[src/rtl/mem_wb_stage.sv]
// MEM/WB latch: registers write-back info (ALU/load mux at capture, 1-cycle latency) and counts retirements; stall holds, flush bubbles.
// Optional decode-stage forwarding compiled in with MEM_WB_FWD_EN; otherwise the forwarding outputs are tied to zero.
module mem_wb_stage #(
  parameter int DATA_W = 16,
  parameter int CNT_W  = 16
) (
  input  logic              CLK,
  input  logic              RST,
  input  logic              stall,
  input  logic              flush,
  input  logic              in_valid,
  input  logic              in_regWrite,
  input  logic [1:0]        in_writeSpecReg,
  input  logic [2:0]        in_R3,
  input  logic              in_memToReg,
  input  logic [DATA_W-1:0] in_aluResult,
  input  logic [DATA_W-1:0] in_memData,
  input  logic [1:0]        readSpecReg,
  input  logic [2:0]        R1,
  input  logic [2:0]        R2,
  output logic              regWrite,
  output logic [1:0]        writeSpecReg,
  output logic [2:0]        R3,
  output logic [DATA_W-1:0] inData3,
  output logic              wb_valid,
  output logic [CNT_W-1:0]  retire_count,
  output logic              fwdHit1,
  output logic              fwdHit2,
  output logic [DATA_W-1:0] fwdData
);

  typedef struct packed {
    logic              valid;
    logic              wr;
    logic [1:0]        spec;
    logic [2:0]        r3;
    logic [DATA_W-1:0] data;
  } wbEntry_t;

  wbEntry_t          latchQ;
  logic [CNT_W-1:0]  retireQ;
  logic [DATA_W-1:0] selData;

  assign selData = in_memToReg ? in_memData : in_aluResult;

  // Flush only has to kill valid/write; the data fields keep their old value.
  always_ff @(posedge CLK) begin
    if (RST) begin
      latchQ <= '0;
    end else if (flush) begin
      latchQ.valid <= 1'b0;
      latchQ.wr    <= 1'b0;
    end else if (!stall) begin
      latchQ.valid <= in_valid;
      latchQ.wr    <= in_valid & in_regWrite;
      latchQ.spec  <= in_writeSpecReg;
      latchQ.r3    <= in_R3;
      latchQ.data  <= selData;
    end
  end

  // The latched entry retires whenever it is allowed to leave, flushed or not.
  always_ff @(posedge CLK) begin
    if (RST) begin
      retireQ <= '0;
    end else if (latchQ.valid && !stall) begin
      retireQ <= retireQ + CNT_W'(1);
    end
  end

  assign regWrite     = latchQ.wr;
  assign writeSpecReg = latchQ.spec;
  assign R3           = latchQ.r3;
  assign inData3      = latchQ.data;
  assign wb_valid     = latchQ.valid;
  assign retire_count = retireQ;

`ifdef MEM_WB_FWD_EN
  logic genMatch1;
  logic specMatch1;
  logic genMatch2;

  assign genMatch1  = (readSpecReg == 2'b00) && (latchQ.spec == 2'b00) && (R1 == latchQ.r3);
  assign specMatch1 = (readSpecReg != 2'b00) && (latchQ.spec == readSpecReg);
  assign genMatch2  = (latchQ.spec == 2'b00) && (R2 == latchQ.r3);

  assign fwdHit1 = latchQ.wr & (genMatch1 | specMatch1);
  assign fwdHit2 = latchQ.wr & genMatch2;
  assign fwdData = latchQ.data;
`else
  logic unusedFwdInputs;
  assign unusedFwdInputs = ^{readSpecReg, R1, R2};

  assign fwdHit1 = 1'b0;
  assign fwdHit2 = 1'b0;
  assign fwdData = '0;
`endif

endmodule

[config.mk]
export PLATFORM = sky130hd
export DESIGN_NAME = mem_wb_stage
export DESIGN_NICKNAME = d
export VERILOG_FILES = /design/src/rtl/mem_wb_stage.sv
export SDC_FILE = /design/constraint.sdc
export NUM_CORES = 1
export LEC_CHECK = 0
export BUFFER_PORTS_ARGS = -buffer_cell sky130_fd_sc_hd__clkbuf_2
export CAP_MARGIN = 20
export CORE_MARGIN = 3
export CORE_UTILIZATION = 43
export DETAILED_ROUTE_END_ITERATION = 8
export PLACE_DENSITY = 0.79
export SYNTH_ARGS = -nofsm -noshare
export SYNTH_HDL_FRONTEND = slang
export SYNTH_SLANG_ARGS = --single-unit
[constraint.sdc]
create_clock -name CLK -period 1.9 [get_ports CLK]
set_input_delay 0.285 -clock CLK [delete_from_list [all_inputs] [get_ports CLK]]
set_output_delay 0.285 -clock CLK [all_outputs]
set_load 0.01 [all_outputs]
==> flow_summary.toml <==
[logic_synthesis]
synth_top_area_share_pct = 42.5
synth_cell_types = 34
synth_common_cells = "dfxtp_1, nor2_1, buf_4"
yosysSeqAreaShare_pct = 42.5
ys_ff_latch = 39
netlist_top_cells_area = "dfxtp_1, mux2i_1, buf_4"
ys.flop_type = "dfxtp_1"
yosysMostFrequentCell = "dfxtp_1"
synth.avg_cell_area_um2 = 9.00
yosysWarnings = 0
syn_inst = 204
synth_edf_count = 0
synth_area_um2 = 1840
synth.largest_area_cell = "dfxtp_1"
synthArstFlopShare_pct = 0

[power_and_ir_drop]
power_frac_comb_pct = 12.8
swShare_pct = 25.3
power.leakage_nw = 1.07
power_density_nw_per_um2 = 699
clockPowerShare_pct = 33.4
power.total_mw = 1.60
vdd.ir_drop.worst_uv = 435
p_seq_share_pct = 53.8
netSwitchingPower_mw = 0.406
internal_power_mw = 1.20

[clock_tree]
cts.repair.resized = 0
cts_max_level = 2
clkLatencyLatePin_ps = 280
tritoncts = "yes"
clkSinkCount = 39
holdBufCountCts = 0
root_buffer = "clkbuf_8"
numCtsBuffers = 5
clk_pin_slew_ps = 70
cts_buffer_depth = 2
post_cts_buffers = 0

[drt]
via_count = 1599
drt-wirelength-per-cell_um = 11.2
ant_nets = 0
drtIter0Drc = 43
viasPerCell = 4.77
drt_wl_total_um = 3740
drtPass1Iterations = 3
drc = 0

[timing]
hold_viol = 0
finalSetupViolations = 0
rsz0062_at_grt = "false"
worstMarginPinSlew_ps = 502
setup_tns_ps = 0
fin_crit_ps = 1550
slew_headroom_pct = 66.5
setup_ws_ps = 347
finalCritPeriodShare_pct = 81.7
max_freq_mhz = 644
finClkSkew_ps = 6.20
drv_slew = 0

[layout]
regArea_um2 = 781
syn_to_final_growth_pct = 24.8
diodes = 0
n_fill_cell = 388
num-nets-final = 337
post-route-util_pct = 56.5
multi_input_area_um2 = 927
final_cells = 335
drive_above_1_share_pct = 34.4

[outcome]
status = "complete, no violations"

[worst_setup_path]
crit_arrival_ps = 1720
cp-end-kind = "flop"
cp_top_family = "simple AND/OR/NAND/NOR gates"
critPathSlowestCell = "dfxtp_1"
worstPathRequired_ps = 2070
crit_fanout = 6
cp-start-kind = "flop"
critPathBufInv = 0
slowest_delay_ps = 470
critPathKind = "flop to flop"
path_cells = "nand4_4, nor4_4, nand3_2, mux2_4"

[floorplan]
dieWidth_um = 71.4
core-area_um2 = 4060
num_rows = 23
start_util_pct = 45.3
ioPinCount = 109
die-area_um2 = 5090
die_h_um = 71.4

[flow_run]
max_cap_viol_count = 0

[global_route]
antenna_found_initial = 0
grt_overflow = 0
grt_max_degree = 38
grt_pass1_vias = 1466
grt.total_usage_pct = 15.4
grt_pass1_wl_um = 6350

[placement]
routabilityCongestion = 0.754
placed_cells = 327
place_ws_ps = 339
place.port_buffers = 82
hpwlAfterDp_um = 2940

[min_path]
hp-class = "primary input to flop"
[worst reg2reg max path: cells and delay by family (launching register included)]
family / cells / cell delay (ps)
flops: 1 / 470
mux: 1 / 300
simple gates: 3 / 660
[path summary, 6_finish.rpt]
path	start	endpoint	slack [ps]	cells after the start
setup / recovery	retire_count[6]	retire_count[15]	350	4
hold / removal	in_R3[2]	R3[2]	210	3
setup reg to reg	retire_count[6]	retire_count[15]	350	4
hold reg to reg	writeSpecReg[1]	writeSpecReg[1]	460	2
[cell families after synthesis]
group,after synthesis,synth area share [%]
flops,39,42.5
other cells,1,0.204
buf+inv,32,10.5
xor+xnor,10,4.77
mux,18,10.1
compound gates,31,11.2
simple gates,72,20.1
fa+ha+maj,1,0.681
[sequential cells by signal, indices dropped and copies added, names as in the netlist]
| name | cells |
|---|---|
| inData3 | 16 |
| regWrite | 1 |
| wb_valid | 1 |
| retire_count | 16 |
| writeSpecReg | 2 |
| R3 | 3 |
[per-layer routing]
layer  part of all wire (%)  global-route usage, %
met1                     42                   17.6
met2                     47                   25.9
met3                    9.4                   6.17
met4                    1.4                   5.43
met5                      0                      0
[final cells by class]
| cell class | instances | share of cell area, % |
|---|---|---|
| sequential | 39 | 34.1 |
| clock inverter | 1 | 0.218 |
| inverter | 4 | 0.655 |
| clock buffer | 7 | 3.33 |
| tap | 50 | 2.73 |
| multi-input combinational | 150 | 40.4 |
| timing repair buffer | 84 | 18.6 |
[cell usage in the layout, fill, tap and decap left out, types with 3 or more instances in the layout]
cell	count
a21oi_1	10
nand3_1	3
mux2i_1	17
clkbuf_8	5
clkbuf_2	82
nand2_1	14
a211oi_1	16
nor2b_1	3
conb_1	18
xnor2_1	8
dfxtp_1	39
nor2_1	30
inv_1	4
nor3_1	7
[power by group through the flow]
stage          clock (mW)  combinational [mW]  sequential (mW)
3_3_place_gp            0               0.204            0.880
2_1_floorplan           0               0.133            0.894
5_1_grt             0.584               0.231            0.866
6_report            0.535               0.205            0.862
4_1_cts             0.549               0.208            0.862
3_5_place_dp            0               0.208            0.880
[stage by stage]
stage	hold slack, ps	cell area (um^2)
global route	203	2290
floorplan	364	1900
detailed placement	448	2210
global placement	443	2210
finish	214	2290
CTS	202	2290
No activity file was read; power rests on OpenSTA's default activity.
